File: config.mk
export PLATFORM = sky130hd
export DESIGN_NAME = shift_frame_loader
export DESIGN_NICKNAME = d
export VERILOG_FILES = /design/src/rtl/shift_frame_loader.sv
export SDC_FILE = /design/constraint.sdc
export NUM_CORES = 1
export LEC_CHECK = 0
export BUFFER_PORTS_ARGS = -buffer_cell sky130_fd_sc_hd__buf_2
export CAP_MARGIN = 20
export CORE_MARGIN = 5
export CORE_UTILIZATION = 40
export DETAILED_ROUTE_END_ITERATION = 10
export GPL_TIMING_DRIVEN = 0
export HOLD_SLACK_MARGIN = 0.12
export SLEW_MARGIN = 20
export SYNTH_ARGS = -nofsm -noshare
export SYNTH_HDL_FRONTEND = slang
export SYNTH_SLANG_ARGS = --single-unit
File: constraint.sdc
create_clock -name clk -period 2.6 [get_ports clk]
set_input_delay 0.52 -clock clk [delete_from_list [all_inputs] [get_ports clk]]
set_output_delay 0.52 -clock clk [all_outputs]
set_load 0.1 [all_outputs]
File: src/rtl/shift_frame_loader.sv
// shift_frame_loader
//
// Serialises a frame of FRAME_BITS bits, delivered as bytes over a
// valid/ready handshake, into a downstream shift register (din/en/shift_dir).
// Bytes may arrive back to back; a byte offered on the last bit of the
// previous byte is taken without a gap.
//
// FRAME_BITS must be a multiple of 8 and no larger than 256.
//
// Ports:
//   clk         sole clock, rising edge
//   rst         asynchronous active-high reset
//   start       frame-start request, honoured in IDLE only
//   abort       synchronous frame cancel, wins over start and the byte handshake
//   msb_first   bit order, captured on an accepted start
//   dir_in      downstream shift direction, captured on an accepted start
//   byte_data   payload byte
//   byte_valid  byte_data is valid
//   byte_ready  loader takes the byte this cycle
//   sr_din      serial bit to the shift register (0 whenever sr_en is 0)
//   sr_en       shift enable
//   sr_dir      captured shift direction
//   busy        high in every state other than IDLE
//   frame_done  one-cycle pulse after the last bit of the frame
//   bit_count   bits emitted in the current frame

module shift_frame_loader #(
    parameter int FRAME_BITS = 256
) (
    input  logic       clk,
    input  logic       rst,
    input  logic       start,
    input  logic       abort,
    input  logic       msb_first,
    input  logic       dir_in,
    input  logic [7:0] byte_data,
    input  logic       byte_valid,
    output logic       byte_ready,
    output logic       sr_din,
    output logic       sr_en,
    output logic       sr_dir,
    output logic       busy,
    output logic       frame_done,
    output logic [8:0] bit_count
);

    typedef enum logic [1:0] {
        IDLE,
        LOAD,
        SHIFT,
        DONE
    } state_t;

    // bit_count value while the final bit of the frame is on the wire
    localparam logic [8:0] LAST_BIT_COUNT = 9'(FRAME_BITS - 1);

    state_t     state_q, state_d;
    logic       msb_first_q, msb_first_d;
    logic       sr_dir_q, sr_dir_d;
    logic [7:0] byte_q, byte_d;
    logic [2:0] bit_idx_q, bit_idx_d;
    logic [8:0] bit_count_q, bit_count_d;
    logic       byte_ready_q, byte_ready_d;
    logic       sr_en_q, sr_en_d;
    logic       sr_din_q, sr_din_d;
    logic       busy_q, busy_d;
    logic       frame_done_q, frame_done_d;
    logic       handshake;

    // An abort in the same cycle cancels the handshake, so the upstream
    // side must see ready drop; this is the only output not taken
    // straight from a flop.
    assign byte_ready = byte_ready_q & ~abort;
    assign handshake  = byte_valid & byte_ready;

    always_ff @(posedge clk or posedge rst) begin
        if (rst) begin
            state_q      <= IDLE;
            msb_first_q  <= 1'b0;
            sr_dir_q     <= 1'b0;
            byte_q       <= 8'd0;
            bit_idx_q    <= 3'd0;
            bit_count_q  <= 9'd0;
            byte_ready_q <= 1'b0;
            sr_en_q      <= 1'b0;
            sr_din_q     <= 1'b0;
            busy_q       <= 1'b0;
            frame_done_q <= 1'b0;
        end else begin
            state_q      <= state_d;
            msb_first_q  <= msb_first_d;
            sr_dir_q     <= sr_dir_d;
            byte_q       <= byte_d;
            bit_idx_q    <= bit_idx_d;
            bit_count_q  <= bit_count_d;
            byte_ready_q <= byte_ready_d;
            sr_en_q      <= sr_en_d;
            sr_din_q     <= sr_din_d;
            busy_q       <= busy_d;
            frame_done_q <= frame_done_d;
        end
    end

    // Outputs are computed from the next state so that, once registered,
    // they describe the state the FSM is in during the following cycle.
    always_comb begin
        state_d     = state_q;
        msb_first_d = msb_first_q;
        sr_dir_d    = sr_dir_q;
        byte_d      = byte_q;
        bit_idx_d   = bit_idx_q;
        // every cycle that presented a bit with sr_en high counts as emitted
        bit_count_d = bit_count_q + {8'd0, sr_en_q};

        case (state_q)
            IDLE: begin
                if (start && !abort) begin
                    state_d     = LOAD;
                    msb_first_d = msb_first;
                    sr_dir_d    = dir_in;
                    bit_count_d = 9'd0;
                end
            end
            LOAD: begin
                if (handshake) begin
                    state_d   = SHIFT;
                    byte_d    = byte_data;
                    bit_idx_d = 3'd0;
                end
            end
            SHIFT: begin
                if (bit_idx_q != 3'd7) begin
                    bit_idx_d = bit_idx_q + 3'd1;
                end else if (bit_count_q == LAST_BIT_COUNT) begin
                    state_d = DONE;
                end else if (handshake) begin
                    byte_d    = byte_data;
                    bit_idx_d = 3'd0;
                end else begin
                    state_d = LOAD;
                end
            end
            DONE: begin
                state_d = IDLE;
            end
            default: begin
                state_d = IDLE;
            end
        endcase

        if (abort && state_q != IDLE) begin
            state_d = IDLE;
        end

        busy_d       = (state_d != IDLE);
        sr_en_d      = (state_d == SHIFT);
        frame_done_d = (state_d == DONE);
        sr_din_d     = sr_en_d & (msb_first_d ? byte_d[3'd7 - bit_idx_d]
                                              : byte_d[bit_idx_d]);
        // ready on the last bit of a byte lets the next byte follow gaplessly,
        // except on the final byte of the frame
        byte_ready_d = (state_d == LOAD) ||
                       (state_d == SHIFT && bit_idx_d == 3'd7 &&
                        bit_count_d != LAST_BIT_COUNT);
    end

    assign sr_din     = sr_din_q;
    assign sr_en      = sr_en_q;
    assign sr_dir     = sr_dir_q;
    assign busy       = busy_q;
    assign frame_done = frame_done_q;
    assign bit_count  = bit_count_q;

endmodule

# --- Word level (Yosys, flattened, before mapping) ---
# Index checks and enable logic that the tools add are counted.
word_totals:
  mem_count: 0
  out_inout_bits: 15
  ff_bits: 29
  input_bits: 15
  mem_bits_ro: 0
  ramBits: 0
  latch_bits: 0
op_classes:
  n_mul: 0
  addsub: 3
  reduce_logical: 10
  order_cmp: 2
  muxes: 24
  n_shift: 0
  div_mod_pow: 0
  bitwise: 4
  n_eq_ne: 10
ops:
  columns: ["op", "count"]
  rows:
  - ["$mux W8", 3]
  - ["$mux W9", 2]
  - ["$pmux W8 S2", 1]
  - ["$mux W2", 6]
  - ["$add A9 B1 Y9", 1]
  - ["$eq A9 B8 Y1 const B", 1]
  - ["$mux W3", 3]
  - ["$ne A9 B8 Y1 const B", 1]
  - ["$eq A2 B2 Y1 const B", 4]
  - ["$lt A3 B4 Y1 const B", 2]
  - ["$pmux W2 S4", 1]
  - ["$bmux W1 S3", 2]
  - ["$pmux W3 S2", 1]
  - ["$mux W1", 5]
  - ["$eq A2 B1 Y1 const B", 2]
  - ["$logic_and A1 B1 Y1", 4]
  - ["$reduce_bool A2 Y1", 2]
  - ["$add A3 B1 Y3 const B", 1]
  - ["$and A1 B1 Y1", 3]
  - ["$eq A3 B3 Y1 const B", 1]
  - ["$ne A3 B3 Y1 const B", 1]
  - ["$sub A3 B3 Y3 const A", 1]
  - ["$logic_not A2 Y1", 1]
  - ["$reduce_and A2 Y1", 1]
  - ["3 further kinds", 3]

# --- Longest topological paths before layout ---
# Gate-level depths: netlist (run 1).
depth:
  depth_word: 12
  ltp_mapped: 11

# --- Worst setup path before layout (run 1) ---
# Ideal clock, no wire load.
synth_timing:
  kind: "reg2reg"
  startpoint: "reg bit_count_q[4], in the netlist bit_count[4]"
  endpoint: "reg sr_din_q, in the netlist sr_din"
  required_ps: 2514
  setup_time_ps: 86
  path_slack_ps: -12
  arrival_ps: 2526
  period_less_slack_ps: 2612
  stages_incl_launch_ff: 9
  cell_sequence: "dfrtp_1 > and4_1 > a31oi_2 > a21oi_4 > a22o_2 > mux2i_1 > a2111oi_4 > nor2_1 > nor3_1"
synth_between:
  word_cells_on_any_way: 19
synth_rtl:
  columns: ["item", "line_no", "text"]
  rows:
  - ["start, declared", "62", "logic [8:0] bit_count_q, bit_count_d;"]
  - ["start signal, assigned", "95", "bit_count_q <= bit_count_d;"]
  - ["$eq A9 B8 Y1 *", "134", "end else if (bit_count_q == LAST_BIT_COUNT) begin"]
  - ["$mux W8 *", "134", null]
  - ["$mux W8 *", "132", "if (bit_idx_q != 3'd7) begin"]
  - ["$pmux W8 S2 *", "115", "case (state_q)"]
  - ["net byte_d[5]", "60", "logic [7:0] byte_q, byte_d;"]
  - ["$bmux W1 S3, on equally long branches", "159, 158", null]
  - ["$mux W1, on equally long branches", "159, 158", null]
  - ["$mux W1 *", "158", "sr_din_d = sr_en_d & (msb_first_d ? byte_d[3'd7 - bit_idx_d]"]
  - ["$and A1 B1 Y1 *", "158", null]
  - ["net sr_din_d", "65", "logic sr_din_q, sr_din_d;"]
  - ["end signal, assigned", "98", "sr_din_q <= sr_din_d;"]
  - ["end, declared", "65", null]
# The timed path passes the listed nets; every way through them passes the cells marked *. The select of a mux whose other input is x is not followed.
# A chain may end at the register's enable or synchronous reset.

# --- Final worst setup path (run 1) ---
layout_timing:
  startpoint: "reg bit_idx_q[0]"
  endpoint: "reg sr_din_q, in the netlist sr_din"
layout_between:
  elab_chain_cells: 9
  word_cells_on_any_way: 19
layout_lines:
  columns: ["item", "line_no", "text"]
  rows:
  - ["start, declared", "61", "logic [2:0] bit_idx_q, bit_idx_d;"]
  - ["start signal, assigned", "94", "bit_idx_q <= bit_idx_d;"]
  - ["branches (longest 3 deep; another with $add A3 B1 Y3)", null, null]
  - ["$pmux W3 S2 *", "115", null]
  - ["net bit_idx_d[0]", "61", null]
  - ["$sub A3 B3 Y3", "158", null]
  - ["$bmux W1 S3", "158", null]
  - ["$mux W1 (implied by the code)", "158", null]
  - ["$mux W1 *", "158", null]
  - ["$and A1 B1 Y1 *", "158", null]
  - ["net sr_din_d", "65", null]
# Mark *: on every way through the listed nets, which the timed path passes. The select of a mux whose other input is x is not followed.

==> results of run 1 <==
==> Yosys cell counts, types with 3 or more instances <==
cell | n | area (um^2)
nand2b_1 | 4 | 25.02
xnor2_1 | 3 | 26.28
nand2_1 | 7 | 26.28
dfrtp_1 | 29 | 725.7
nor2b_1 | 3 | 18.77
nor2_1 | 9 | 33.78
a22o_2 | 4 | 40.04
a21oi_1 | 4 | 20.02
inv_1 | 10 | 37.54
and3_1 | 3 | 18.77
ha_1 | 7 | 87.58
nor3_1 | 4 | 20.02
nand4_1 | 3 | 18.77
a22o_1 | 4 | 35.03
mux2i_1 | 7 | 70.07
o21ai_0 | 4 | 20.02
==> stage by stage <==
step | area (um^2) | hold slack [ns] | utilization | worst slack (ns) | power [mW]
after floorplan | 1639 | 0.4720 | - | 0.002059 | 1.090
after detailed placement | 1847 | 0.4924 | 0.4650 | 0.06999 | 1.212
after global routing | 1941 | 0.3795 | 0.4887 | 0.01239 | 1.648
after CTS | 1927 | 0.4662 | 0.4852 | 0.02505 | 1.571
final | 1941 | 0.3064 | 0.4887 | 0.1471 | 1.557
after global placement | 1847 | 0.4890 | 0.4650 | 0.03383 | 1.197
==> cell families (layout without fill, tap and decap cells) <==
family / Yosys count / count (layout)
and+or+nand+nor: 49 / 49
buffers and inverters: 13 / 50
DFF: 29 / 29
xor gates and xnor gates: 5 / 5
adders and majority gates: 7 / 7
muxes: 9 / 9
AOI/OAI and AO/OA: 37 / 37
==> registers in the layout (all words and copies together), names as in the netlist <==
name	cells
byte_q	8
sr_din	1
frame_done	1
sr_en	1
busy	1
bit_count	9
msb_first_q	1
bit_idx_q	3
state_q	2
byte_ready_q	1
sr_dir	1
==> report_power, final <==
part | switching (mW) | leakage, nW | total [mW] | internal (mW)
Sequential | 0.0390 | 0.391 | 0.562 | 0.523
Combinational | 0.454 | 0.483 | 0.648 | 0.194
Clock | 0.157 | 0.0395 | 0.347 | 0.190
Total | 0.650 | 0.913 | 1.56 | 0.907
==> metal layers <==
| metal | vias to the layer above | GRT usage | wire length [um] |
|---|---|---|---|
| li1 | 629 | - | - |
| met1 | 616 | 0.1829 | 1666 |
| met2 | 23 | 0.2539 | 1780 |
| met3 | 5 | 0.03108 | 140 |
| met4 | 0 | 0.07445 | 60 |
| met5 | - | 0 | 0 |
==> repair_timing <==
| item | CTS | global route |
|---|---|---|
| endpoints found under the hold margin | 0 | 0 |
| gates resized for setup | 0 | 4 |
| setup endpoints to repair | 0 | 1 |
| hold buffers | 0 | 0 |
==> how the worst max path moves through the flow <==
stage / from / to / slack (ns) / cells past startpoint
2_1_floorplan: bit_count[5] / sr_din / 0.002 / 8
3_3_place_gp: bit_idx_q[0] / sr_din / 0.03 / 11
3_5_place_dp: bit_idx_q[0] / sr_din / 0.07 / 11
4_1_cts: bit_idx_q[0] / sr_din / 0.03 / 11
5_1_grt: bit_idx_q[0] / sr_din / 0.01 / 11
6_report: bit_idx_q[0] / sr_din / 0.15 / 11
==> layout make-up <==
class / count / area (um^2) / share of cell area
Timing Repair Buffer: 29 / 145.1 / 0.07479
Multi-Input combinational cell: 107 / 860.8 / 0.4436
Buffer: 3 / 26.28 / 0.01354
Clock buffer: 8 / 80.08 / 0.04126
Inverter: 10 / 37.54 / 0.01934
Tap cell: 50 / 62.56 / 0.03224
Sequential cell: 29 / 728.2 / 0.3752
==> cells in the final DEF, fill, tap and decap left out, types with 4 or more instances in the layout <==
master and n:
buf_2 29, dfrtp_1 27, inv_1 9, nor2_1 8, nand2_1 7, mux2i_1 7, ha_1 5, clkbuf_8 5
a22o_2 4, a22o_1 4, clkbuf_1 4, o21ai_0 4, a21oi_1 4, nor3_1 4, nand2b_1 4
==> impl_metrics.toml, run 1 <==
[yosys]
synthArstFlopShare = 1.000
synth.distinct_cells = 49
synth_compound_area_frac = 0.1950
syn_avg_cell_area_um2 = 10.98
synth-seq-area-share = 0.4434
synth_warnings = 0
synth-simple-area-share = 0.1858
synth_mux_area_frac = 0.05657
syn_area_um2 = 1637
synth_top_family_by_area = "compound AO/OA/AOI/OAI gates"
synth-adder-area-share = 0.05352
ys_ff_latch = 29
yosys_most_used_dff = "dfrtp_1"
synthesis.nets = 171
synthCells = 149
synth_edf_count = 0
synth_xor_xnor_area_share = 0.02676

[drt]
drtIter0Drc = 33
routed_wl_mm = 3.648
drtPass1Iterations = 4
vias = 1273
via_per_inst = 5.394
antenna_left = 0
wire_per_inst_um = 15.46
route.detailed.drc = 0

[critical_path]
crit_required_ns = 2.79
worstSetupStartpointType = "register"
critPathArrivalTime_ns = 2.64
cpLargestDelayFamily = "compound AO/OA/AOI/OAI gates"
r2r_cells = 11
path_buf_inv = 1
crit_fanout = 10
max_stage_delay_ns = 0.41
cp_slowest_cell = "dfrtp_1"
r2r-start = "bit_idx_q[0]"
rrSetupSlack_ns = 0.15
worstSetupPathType = "register to register"
r2r-end = "sr_din"
crit_chain = "ha_1 > ha_2 > and2_4 > o21ai_2 > a21boi_1 > a311o_1 > buf_6 > nor3b_4 > a2111oi_4 > nor2_1 > nor3_1"
end_kind = "register"

[clocking]
clockBufferDepth = 2
post_cts_buffers = 0
cts.sinks = 29
cts_tree = "yes"
cts-root-buf = "clkbuf_8"
htreeDepth = 2
clk_latency_ns = 0.27
path_clk_slew_ns = 0.06
tritoncts.num_buffers = 5

[layout]
finalNonFillerCells = 236
fillers = 369
area_delta_synth_final_pct = 18.58
antennaDiodeCount = 0
final_layout_size_suffix_gt1_frac = 0.3226
fin_nets = 207

[die]
start_util = 0.4121
dieHeight_um = 73.97
die_x_um = 73.97
ioPinCount = 30
coreArea_um2 = 3971
rows = 23
die_area_um2 = 5471

[timing]
fin_crit_sh = 0.9434
fmax_mhz = 407.7
relSlewSlack = 0.6033
worst_pin_slew_ns = 0.5941
tns_ns = 0
hold_viol_final = 0
min_period_ns = 2.453
slew_violations = 0
fin_skew_ns = 0.001670
setup_viol = 0
rsz0062_at_grt = "false"

[run]
cap_violations = 0

[power]
power.density_nw_per_um2 = 802.2
peakVddDrop_mv = 0.7512
p_leak_nw = 0.9134

[global_route]
grt_usage = 0.1507
grt_pass1_vias = 1421
grt_max_degree = 30
antenna_found_initial = 0
grt_pass1_wl_mm = 6.417
grt_overflow_total = 0

[placed_design]
post-place-cells = 228
gp_congestion = 0.8098
hpwl_mm = 2.763
port_buffers = 29

[hold_path]
hp-class = "input pin to asynchronous set/reset pin"

[run_status]
status = "complete, no violations"
No activity file was read; power rests on OpenSTA's default activity.
==> run 2, diff against run 1 <==
==> constraint.sdc (replaced) <==
create_clock -name clk -period 2.4 [get_ports clk]
set_input_delay 0.48 -clock clk [delete_from_list [all_inputs] [get_ports clk]]
set_output_delay 0.48 -clock clk [all_outputs]
set_load 0.1 [all_outputs]
==> run 2 against run 1 <==
Effect of this change: worst hold slack got worse by 0.045 ns; clock-buffer cell count down 1; non-clock buffer count up 12; clock skew grew 0.0037 ns; critical path depth increased by 1; sequential power up 8.4%; die area stayed put; worst setup slack lost 0.12 ns; clock power up 50%; sequential share of layout area decreased by 3.3 points; final area grew 11%; fmax up 3.3%; largest cell class unchanged; largest power group unchanged.
==> impl_metrics.toml, run 2 (synthesis results as in run 1) <==
[drt]
drtIter0Drc = 38
vias = 1352
antenna_left = 0
drtPass1Iterations = 4
route.detailed.drc = 0
via_per_inst = 5.452
wire_per_inst_um = 15.65
routed_wl_mm = 3.882

[global_route]
grt_usage = 0.1475
grt_overflow_total = 0
grt_pass1_vias = 1355
grt_max_degree = 30
antenna_found_initial = 0
grt_pass1_wl_mm = 6.175

[die]
die_area_um2 = 5471
start_util = 0.4121
coreArea_um2 = 3971
die_x_um = 73.97
dieHeight_um = 73.97
ioPinCount = 30
rows = 23

[hold_path]
hp-class = "input pin to asynchronous set/reset pin"

[timing]
tns_ns = 0
worst_pin_slew_ns = 0.5969
rsz0062_at_grt = "true"
hold_viol_final = 0
setup_viol = 0
slew_violations = 0
fmax_mhz = 420.9
relSlewSlack = 0.6015
fin_hold_ws_ns = 0.2614
min_period_ns = 2.376
fin_crit_sh = 0.9898
fin_skew_ns = 0.005322

[critical_path]
max_stage_delay_ns = 0.38
worstSetupPathType = "register to register"
critPathArrivalTime_ns = 2.54
crit_chain = "ha_2 > ha_4 > and2_4 > o21ai_2 > a21boi_2 > a311o_1 > buf_6 > buf_6 > mux2i_2 > nor3b_2 > nor4_2 > nor3_1"
crit_required_ns = 2.57
rrSetupSlack_ns = 0.02
crit_fanout = 6
crit_path_frequent_cell = "buf_6"
end_kind = "register"
r2r-start = "bit_idx_q[1]"
cp_slowest_cell = "dfrtp_1"
worstSetupStartpointType = "register"
r2r-end = "sr_din"
r2r_cells = 12

[layout]
final_common_cell = "buf_2"
area_delta_synth_final_pct = 31.42
final_layout_size_suffix_gt1_frac = 0.4646
multi_input_area_um2 = 928.4
finalNonFillerCells = 248
fillers = 351
seq_area_um2 = 737.0
fin_util = 0.5416
mostFrequentLayoutCells = "buf_2, dfrtp_1, buf_4"
antennaDiodeCount = 0
largest_register_ffs = 9
fin_nets = 219

[placed_design]
post-place-cells = 228
gp_congestion = 0.7964
hpwl_mm = 2.736
port_buffers = 29

[clocking]
clk_latency_ns = 0.28
htreeDepth = 2
cts_tree = "yes"
path_clk_slew_ns = 0.06
clockBufferDepth = 2
tritoncts.num_buffers = 5
cts-root-buf = "clkbuf_8"
ctsHoldBuffers = 0
cts.sinks = 29

[power]
power.density_nw_per_um2 = 900.7
peakVddDrop_mv = 0.9308
p_leak_nw = 0.9873

[run]
cap_violations = 0

[run_status]
status = "complete, no violations"
run 2: cell types whose count changed in the layout (fill, tap and decap cells not counted), sizes merged:
cell,delta
buf,+12
bufinv,+1
clkbuf,-1
run 2: report_power, final:
group	internal [mW]	switching (mW)
logic	0.274	0.536
registers	0.568	0.0407
clock network	0.338	0.182
total	1.18	0.758
run 2: timing repair:
action	in CTS	in global routing
gates cloned	0	0
setup buffers	5	7
resized for setup	3	16
pin swaps	1	11
endpoints found under the setup margin	1	1
run 2: how the worst max path moves through the flow:
| stage | from | end |
|---|---|---|
| 2_1_floorplan | bit_count[8] | sr_din |
| 3_3_place_gp | bit_idx_q[0] | sr_din |
| 3_5_place_dp | bit_idx_q[0] | sr_din |
| 4_1_cts | bit_idx_q[0] | sr_din |
| 5_1_grt | state_q[1] | sr_din |
| 6_report | bit_idx_q[1] | sr_din |
run 2: worst max-delay path, delay by kind of cell (launching register included):
kind | cells | cell delay [ns]
muxes | 1 | 0.18
adders and majority gates | 2 | 0.36
and+or+nand+nor | 4 | 0.53
DFF | 1 | 0.38
buffers and inverters | 2 | 0.27
AOI/OAI and AO/OA | 3 | 0.54
run 2: metal layers:
metal / global-route usage / vias to the layer above / share of wire
li1: - / 652 / -
met1: 0.1937 / 666 / 0.44
met2: 0.2244 / 29 / 0.50
met3: 0.04189 / 5 / 0.042
met4: 0.07042 / 0 / 0.018
met5: 0 / - / 0
run 2: final cells by class:
type                            instances  share of cell area
Sequential cell                        29              0.3426
Clock buffer                            7             0.04014
Multi-Input combinational cell        107              0.4316
Timing Repair Buffer                   41              0.1129
Inverter                               10             0.01745
Buffer                                  3             0.01222
Tap cell                               50             0.02909
Clock inverter                          1             0.01396
run 2: metrics by stage:
stage,worst slack (ns),total power [mW],cell area (um^2)
6_report,0.02437,1.937,2151
5_1_grt,-0.1104,2.041,2151
4_1_cts,0.01012,1.860,2017
3_5_place_dp,-0.1360,1.320,1856
3_3_place_gp,-0.1582,1.298,1856
2_1_floorplan,-0.03274,1.182,1648
